--- src/rtl/led_manager_if.sv ---
// Status-LED manager bus: UART/CM event inputs, config word, debug switch and LED drive.
interface led_manager_if;
  logic        UART_data_debug_switch;
  logic [7:0]  UART_data;
  logic        UART_data_valid;
  logic [3:0]  CM_errors;
  logic        CM_errors_valid;
  logic [1:0]  UART_errors;
  logic        UART_errors_valid;
  logic [7:0]  config_notification;
  logic [15:0] leds;

  // Source side: drives the events, observes the LEDs
  modport master (
    output UART_data_debug_switch, UART_data, UART_data_valid,
           CM_errors, CM_errors_valid, UART_errors, UART_errors_valid,
           config_notification,
    input  leds
  );

  // LED manager side
  modport slave (
    input  UART_data_debug_switch, UART_data, UART_data_valid,
           CM_errors, CM_errors_valid, UART_errors, UART_errors_valid,
           config_notification,
    output leds
  );
endinterface

--- src/rtl/led_manager.sv ---
// Drives 16 status LEDs from UART data/errors, CM errors and the config word.
// Optional macro ERROR_BLINK_EN: latched error LEDs blink with the heartbeat.
// The LED register is loaded from the next-state values of all internal
// registers, so every sampled input reaches the LEDs with one cycle latency.
module led_manager #(
  parameter int unsigned HEARTBEAT_DIV = 25000000,
  parameter int unsigned ACT_STRETCH   = 8
) (
  input logic           clk,
  input logic           rst,
  led_manager_if.slave  bus
);
  localparam int unsigned HB_W  = (HEARTBEAT_DIV > 2) ? $clog2(HEARTBEAT_DIV) : 1;
  localparam int unsigned ACT_W = $clog2(ACT_STRETCH + 1);

  logic [7:0]       r_last_byte, w_last_byte_nxt;
  logic [7:0]       r_byte_cnt,  w_byte_cnt_nxt;
  logic [7:0]       r_cfg_q,     w_cfg_q_nxt;
  logic [3:0]       r_cm_err,    w_cm_err_nxt;
  logic [1:0]       r_uart_err,  w_uart_err_nxt;
  logic [ACT_W-1:0] r_act_cnt,   w_act_cnt_nxt;
  logic [HB_W-1:0]  r_hb_cnt,    w_hb_cnt_nxt;
  logic             r_hb,        w_hb_nxt;
  logic [15:0]      r_leds,      w_leds_nxt;
  logic             w_cfg_chg;
  logic [5:0]       w_err_view;

  // Next-state of all tracking registers and the LED image built from them
  always_comb begin
    w_cfg_chg       = (bus.config_notification != r_cfg_q);
    w_cfg_q_nxt     = bus.config_notification;
    w_last_byte_nxt = r_last_byte;
    w_byte_cnt_nxt  = r_byte_cnt;
    w_act_cnt_nxt   = r_act_cnt;
    w_hb_cnt_nxt    = r_hb_cnt + HB_W'(1);
    w_hb_nxt        = r_hb;

    if (bus.UART_data_valid) begin
      w_last_byte_nxt = bus.UART_data;
      w_byte_cnt_nxt  = r_byte_cnt + 8'd1;
      w_act_cnt_nxt   = ACT_W'(ACT_STRETCH);
    end else if (r_act_cnt != '0) begin
      w_act_cnt_nxt   = r_act_cnt - ACT_W'(1);
    end

    // Config change clears first, then a same-cycle strobe ORs in fresh flags
    w_cm_err_nxt   = w_cfg_chg ? 4'b0000 : r_cm_err;
    w_uart_err_nxt = w_cfg_chg ? 2'b00   : r_uart_err;
    if (bus.CM_errors_valid)   w_cm_err_nxt   = w_cm_err_nxt   | bus.CM_errors;
    if (bus.UART_errors_valid) w_uart_err_nxt = w_uart_err_nxt | bus.UART_errors;

    if (r_hb_cnt == HB_W'(HEARTBEAT_DIV - 1)) begin
      w_hb_cnt_nxt = '0;
      w_hb_nxt     = ~r_hb;
    end

`ifdef ERROR_BLINK_EN
    w_err_view = {w_cm_err_nxt, w_uart_err_nxt} & {6{w_hb_nxt}};
`else
    w_err_view = {w_cm_err_nxt, w_uart_err_nxt};
`endif

    if (bus.UART_data_debug_switch)
      w_leds_nxt = {w_last_byte_nxt, w_byte_cnt_nxt};
    else
      w_leds_nxt = {w_cfg_q_nxt, w_err_view, (w_act_cnt_nxt != '0), w_hb_nxt};
  end

  // State and LED registers with synchronous reset
  always_ff @(posedge clk) begin
    if (rst) begin
      r_last_byte <= '0;
      r_byte_cnt  <= '0;
      r_cfg_q     <= '0;
      r_cm_err    <= '0;
      r_uart_err  <= '0;
      r_act_cnt   <= '0;
      r_hb_cnt    <= '0;
      r_hb        <= 1'b0;
      r_leds      <= '0;
    end else begin
      r_last_byte <= w_last_byte_nxt;
      r_byte_cnt  <= w_byte_cnt_nxt;
      r_cfg_q     <= w_cfg_q_nxt;
      r_cm_err    <= w_cm_err_nxt;
      r_uart_err  <= w_uart_err_nxt;
      r_act_cnt   <= w_act_cnt_nxt;
      r_hb_cnt    <= w_hb_cnt_nxt;
      r_hb        <= w_hb_nxt;
      r_leds      <= w_leds_nxt;
    end
  end

  assign bus.leds = r_leds;
endmodule

--- src/flat_wrapper.sv ---
// flat-port wrapper written by rule: the top's interface ports become plain ports
module led_manager_flat 
#(
  parameter int unsigned HEARTBEAT_DIV = 25000000,
  parameter int unsigned ACT_STRETCH   = 8
)
  (clk, rst, bus_UART_data_debug_switch, bus_UART_data, bus_UART_data_valid, bus_CM_errors, bus_CM_errors_valid, bus_UART_errors, bus_UART_errors_valid, bus_config_notification, bus_leds);
  led_manager_if bus_i ();
  input logic clk;
  input logic rst;
  input wire logic [$bits(bus_i.UART_data_debug_switch)-1:0] bus_UART_data_debug_switch;
  input wire logic [$bits(bus_i.UART_data)-1:0] bus_UART_data;
  input wire logic [$bits(bus_i.UART_data_valid)-1:0] bus_UART_data_valid;
  input wire logic [$bits(bus_i.CM_errors)-1:0] bus_CM_errors;
  input wire logic [$bits(bus_i.CM_errors_valid)-1:0] bus_CM_errors_valid;
  input wire logic [$bits(bus_i.UART_errors)-1:0] bus_UART_errors;
  input wire logic [$bits(bus_i.UART_errors_valid)-1:0] bus_UART_errors_valid;
  input wire logic [$bits(bus_i.config_notification)-1:0] bus_config_notification;
  output wire logic [$bits(bus_i.leds)-1:0] bus_leds;
  assign bus_i.UART_data_debug_switch = bus_UART_data_debug_switch;
  assign bus_i.UART_data = bus_UART_data;
  assign bus_i.UART_data_valid = bus_UART_data_valid;
  assign bus_i.CM_errors = bus_CM_errors;
  assign bus_i.CM_errors_valid = bus_CM_errors_valid;
  assign bus_i.UART_errors = bus_UART_errors;
  assign bus_i.UART_errors_valid = bus_UART_errors_valid;
  assign bus_i.config_notification = bus_config_notification;
  assign bus_leds = bus_i.leds;
  led_manager #(.HEARTBEAT_DIV(HEARTBEAT_DIV), .ACT_STRETCH(ACT_STRETCH)) u_core (.clk(clk), .rst(rst), .bus(bus_i));
endmodule
--- config.mk ---
export PLATFORM = sky130hd
export DESIGN_NAME = led_manager_flat
export DESIGN_NICKNAME = d
export VERILOG_FILES = /design/src/rtl/led_manager_if.sv /design/src/rtl/led_manager.sv /design/src/flat_wrapper.sv
export SDC_FILE = /design/constraint.sdc
export NUM_CORES = 1
export LEC_CHECK = 0
export CAP_MARGIN = 20
export CORE_UTILIZATION = 25
export CTS_BUF_LIST = sky130_fd_sc_hd__clkbuf_16
export DETAILED_ROUTE_END_ITERATION = 10
export DONT_BUFFER_PORTS = 1
export PLACE_DENSITY_LB_ADDON = 0.08
export SLEW_MARGIN = 0
export SYNTH_ARGS = -nofsm -noshare
export SYNTH_HDL_FRONTEND = slang
export SYNTH_SLANG_ARGS = --single-unit
--- constraint.sdc ---
create_clock -name clk -period 3.5 [get_ports clk]
set_clock_uncertainty 0.2 [all_clocks]
set_input_delay 0.7 -clock clk [delete_from_list [all_inputs] [get_ports clk]]
set_output_delay 0.7 -clock clk [all_outputs]
set_load 0.05 [all_outputs]
Word-level counts from Yosys, hierarchy flattened
Cells that the tools add are included.
{ "totals": {"ff_bits": 76, "inputBits": 28, "wordCells": 30} }
{ "op_classes": {"addsub": 3, "eq_ne": 2, "mux": 10, "n_bitwise": 3, "reduce_logical": 3} }
{ "op_table": {"columns": ["operator", "count"], "rows": [
  ["adder 25 x 1 -> 25 bit (second input constant)", 1],
  ["== test 25 bit (second input constant)", 1],
  ["two-way mux 16 bit", 1],
  ["two-way mux 4 bit", 4],
  ["two-way mux 8 bit", 2],
  ["adder 8 x 1 -> 8 bit (second input constant)", 1],
  ["inequality test 8 bit", 1],
  ["nonzero test 4 bit", 2],
  ["two-way mux 2 bit", 2],
  ["OR 4 bit", 1],
  ["subtractor 4 x 1 -> 4 bit (second input constant)", 1],
  ["OR 2 bit", 1],
  ["OR reduction 2 bit", 1],
  ["two-way mux 1 bit", 1],
  ["NOT 1 bit", 1]
]} }

Logic depth before layout (Yosys ltp)
{ "logic_depth": {"word_depth": 5, "mapped_depth": 6, "depth_no_buf": 6} }

Worst setup path after synthesis
Ideal clock, no wire load.
{ "synth_timing": {"kind": "input to register", "start": "input port bus_config_notification[4]", "end": "register u_core.r_leds[5], in the netlist u_core.bus.leds[5]", "t_arrival_ns": 1.616, "t_required_ns": 3.205, "path_slack_ns": 1.589, "cell_stages": 4, "path_buffers": 0, "path_cell_list": "xor2_1 nor4_4 nand3_1 a221oi_1"} }
{ "synth_via": {"elab_chain_len": 5} }
{ "synth_lines": {"columns": ["element", "line_no", "text"], "rows": [
  ["start: declaration", "flat_wrapper.sv:18", "input wire logic [$bits(bus_i.config_notification)-1:0] bus_config_notification;"],
  ["inequality test 8 bit (*)", "led_manager.sv:30", "w_cfg_chg = (bus.config_notification != r_cfg_q);"],
  ["two-way mux 4 bit (*)", "led_manager.sv:47", "w_cm_err_nxt = w_cfg_chg ? 4'b0000 : r_cm_err;"],
  ["OR 4 bit", "led_manager.sv:49", "if (bus.CM_errors_valid) w_cm_err_nxt = w_cm_err_nxt | bus.CM_errors;"],
  ["two-way mux 4 bit (*)", "led_manager.sv:49", null],
  ["two-way mux 16 bit (*)", "led_manager.sv:63", "if (bus.UART_data_debug_switch)"],
  ["end signal: assignment", "led_manager.sv:90", "r_leds <= w_leds_nxt;"],
  ["end: declaration", "led_manager.sv:24", "logic [15:0] r_leds, w_leds_nxt;"]
]} }
Every way passes the cells marked *; elsewhere a longest branch is shown, timed or not.
A chain may end at the register's enable or synchronous reset.

Final worst setup path
{ "layout_timing": {"start": "register u_core.r_hb_cnt[2]", "end": "register u_core.r_hb_cnt[21]"} }
{ "layout_via": {"elab_chain_len": 2} }
{ "layout_lines": {"columns": ["element", "line_no", "text"], "rows": [
  ["start: declaration", "led_manager.sv:22", "logic [HB_W-1:0] r_hb_cnt, w_hb_cnt_nxt;"],
  ["start signal: assignment", "led_manager.sv:88", "r_hb_cnt <= w_hb_cnt_nxt;"],
  ["parallel branches: the longest is 2 deep, another holds adder 25 x 1 -> 25 bit", null, null]
]} }
Parallel ways; which one is timed is not known.

==> results.sh <==
export IMPL_r2r_end="u_core.r_hb_cnt[21]$_SDFF_PP0_"
export IMPL_grt_pass1_wl_um=11100
export IMPL_cts_setup_buffers=0
export IMPL_initial_core_util_pct=25.8
export IMPL_place_area_um2=3240
export IMPL_final_layout_size_suffix_gt1_share_pct=8.00
export IMPL_reg2regPathDepth=4
export IMPL_hold_viol_final=0
export IMPL_syn_nets=356
export IMPL_grtUsageTotal_pct=11.5
export IMPL_root_buffer="clkbuf_16"
export IMPL_max_slew_margin_rel_pct=65.3
export IMPL_grt_pass1_vias=2147
export IMPL_globalRouteOverflowTotal=0
export IMPL_r2r_start="u_core.r_hb_cnt[2]$_SDFF_PP0_"
export IMPL_die_x_um=114
export IMPL_crit_family="simple AND/OR/NAND/NOR gates"
export IMPL_fp_coreArea_um2=12100
export IMPL_die_area_um2=12900
export IMPL_worstPathMaxFanout=13
export IMPL_synth_edf_count=0
export IMPL_portBuffers=0
export IMPL_outcome="complete, no violations"
export IMPL_crit_cells=4
export IMPL_critPathMaxStageDelay_ns=0.53
export IMPL_antenna_left=0
export IMPL_cts_clk_slew_worst_paths_ns=0.06
export IMPL_multiInputGateArea_um2=1480
export IMPL_cts_sinks=76
export IMPL_viasPerCell=4.46
export IMPL_synthFlopType="dfxtp_1"
export IMPL_fin_util_pct=29.3
export IMPL_h_tree_depth=3
export IMPL_crit_chain="and3_1, nand4_4, or4_1, a21oi_1"
export IMPL_finalMaxSlewViolations=0
export IMPL_drtPass1Iterations=4
export IMPL_antenna_found_initial=0
export IMPL_worst_slew_pin_slew_ns=0.519
export IMPL_vias=2200
export IMPL_yosysSeqAreaShare_pct=48.9
export IMPL_antenna_cells=0
export IMPL_rsz0062_at_grt="no"
export IMPL_io_pins=44
export IMPL_cts_resized=0
export IMPL_powerDensity_nw_per_um2=561
export IMPL_synth_top_cells_by_area="dfxtp_1, nor2_1, xor2_1"
export IMPL_cp_data_arrival_time_ns=2.12
export IMPL_synth_top_area_cell="dfxtp_1"
export IMPL_synth_area_per_cell_um2=9.58
export IMPL_min_delay_start="rst"
export IMPL_path_buf_inv=0
export IMPL_leakage_uw=0.00127
export IMPL_report_final_setup_viol=0
export IMPL_drc=0
export IMPL_drtIter0Drc=104
export IMPL_wire_per_inst_um=13.6
export IMPL_clk_latency_ns=0.34
export IMPL_cpMaxStageDelayCell="or4_1"
export IMPL_synth_async_reset_ratio_pct=0
export IMPL_setup_slack_ns=1.45
export IMPL_dp_hpwl_um=4450
export IMPL_synth_top_area_share_pct=48.9
export IMPL_stdcell_area_um2=3540
export IMPL_end_kind="flip-flop"
export IMPL_syn_inst=325
export IMPL_min_path_cells=1
export IMPL_tns_ns=0
export IMPL_post_route_period_util_pct=58.5
export IMPL_max_cap_violations=0
export IMPL_ys_ff_latch=76
export IMPL_layout_min_cycle_time_ns=2.05
export IMPL_netlist_area_um2=3110
export IMPL_cts_buffers=9
export IMPL_required_ns=3.57
export IMPL_area_delta_synth_final_pct=13.5
export IMPL_place_congestion=0.669
export IMPL_holdPathEnd="u_core.r_cm_err[1]$_SDFF_PP0_"
export IMPL_synthTopCellsByCount="dfxtp_1, nor2_1, a21oi_1, xor2_1, nand2_1"
export IMPL_preCtsSetupSlack_ns=1.37
export IMPL_hp_class="input port to flip-flop"
export IMPL_start_kind="flip-flop"
export IMPL_synthDistinctLibCells=42
export IMPL_synth_most_common_cell="dfxtp_1"
export IMPL_grt_max_degree=53
export IMPL_power_total_uw=1980
export IMPL_ys_warn_count=0
export IMPL_fill_cells=1261
export IMPL_clockBufferDepth=2
export IMPL_reg2reg_slack_ns=1.45
export IMPL_routed_wl_um=6700
export IMPL_die_height_um=114
export IMPL_cts_tree="built"
export IMPL_timing_worst_setup_path_type="flip-flop to flip-flop"
export IMPL_holdBufCountCts=0
export IMPL_vdd_drop_max_uv=201
export IMPL_fmax_mhz=488
export IMPL_fin_nets=351
export IMPL_seq_area_um2=1520
export IMPL_rows=40
==> report_power, final <==
group	switching (uW)	internal, uW	leakage (uW)
sequential	61.8	901	0.000623
clock	374	549	0.000144
combinational	49.1	47.7	0.000504
==> layout make-up <==
cell class	count	share of cell area (%)
clock buffer	9	6.37
clock inverter	7	1.98
inverter	6	0.637
multi-input combinational	226	41.8
sequential	76	43.0
tap	168	5.94
timing repair buffer	1	0.212
==> sequential cells by signal, summed over array words and instances (netlist names) <==
signal / cells
u_core.r_uart_err: 2
u_core.r_cfg_q: 8
u_core.r_act_cnt: 4
u_core.r_hb: 1
u_core.r_byte_cnt: 8
u_core.r_hb_cnt: 25
u_core.r_last_byte: 8
u_core.r_cm_err: 4
u_core.bus.leds: 16
==> how the worst max path moves through the flow <==
stage / end / slack [ns] / startpoint
global placement: u_core.bus.leds[3]$_SDFF_PP0_ / 1.35 / bus_config_notification[1]
floorplan: u_core.bus.leds[5]$_SDFF_PP0_ / 1.59 / bus_config_notification[4]
CTS: u_core.r_hb_cnt[19]$_SDFF_PP0_ / 1.43 / u_core.r_hb_cnt[2]$_SDFF_PP0_
detailed placement: u_core.bus.leds[6]$_SDFF_PP0_ / 1.37 / bus_config_notification[1]
finish: u_core.r_hb_cnt[21]$_SDFF_PP0_ / 1.45 / u_core.r_hb_cnt[2]$_SDFF_PP0_
global route: u_core.r_hb_cnt[22]$_SDFF_PP0_ / 1.30 / u_core.r_hb_cnt[0]$_SDFF_PP0_
==> layer usage <==
layer / track usage, % / up-vias / share of wire, %
met4: 7.11 / 0 / 2.4
met3: 4.09 / 9 / 4.5
li1: - / 1143 / -
met2: 15.9 / 32 / 43
met1: 15.1 / 1016 / 51
met5: 0 / - / 0
==> stage by stage <==
stage,cells,hold slack (ns)
detailed placement,477,0.258
global placement,477,0.262
global route,493,0.208
floorplan,325,0.238
CTS,493,0.207
finish,493,0.228
==> cell usage in the layout, fill, tap and decap left out, types with 8 or more instances in the layout <==
cell type / instances
clkbuf_16: 9
a211oi_1: 10
inv_1: 8
nand3_1: 13
a21oi_1: 24
mux2i_1: 9
o21ai_0: 8
xor2_1: 18
nor2_1: 43
dfxtp_1: 76
nor2b_1: 8
or3_1: 10
nand2_1: 15
xnor2_1: 9
==> kinds of logic (layout without fill, tap and decap cells) <==
| group | count (synthesis) | count (layout) | synth area share [%] |
|---|---|---|---|
| AOI/OAI and AO/OA | 63 | 63 | 13.0 |
| xor gates and xnor gates | 27 | 27 | 7.59 |
| adders and majority gates | 3 | 3 | 1.21 |
| buffers and inverters | 23 | 23 | 3.66 |
| DFF | 76 | 76 | 48.9 |
| muxes | 9 | 9 | 2.89 |
| and+or+nand+nor | 124 | 124 | 22.8 |
(Power assumes the default switching activity.)
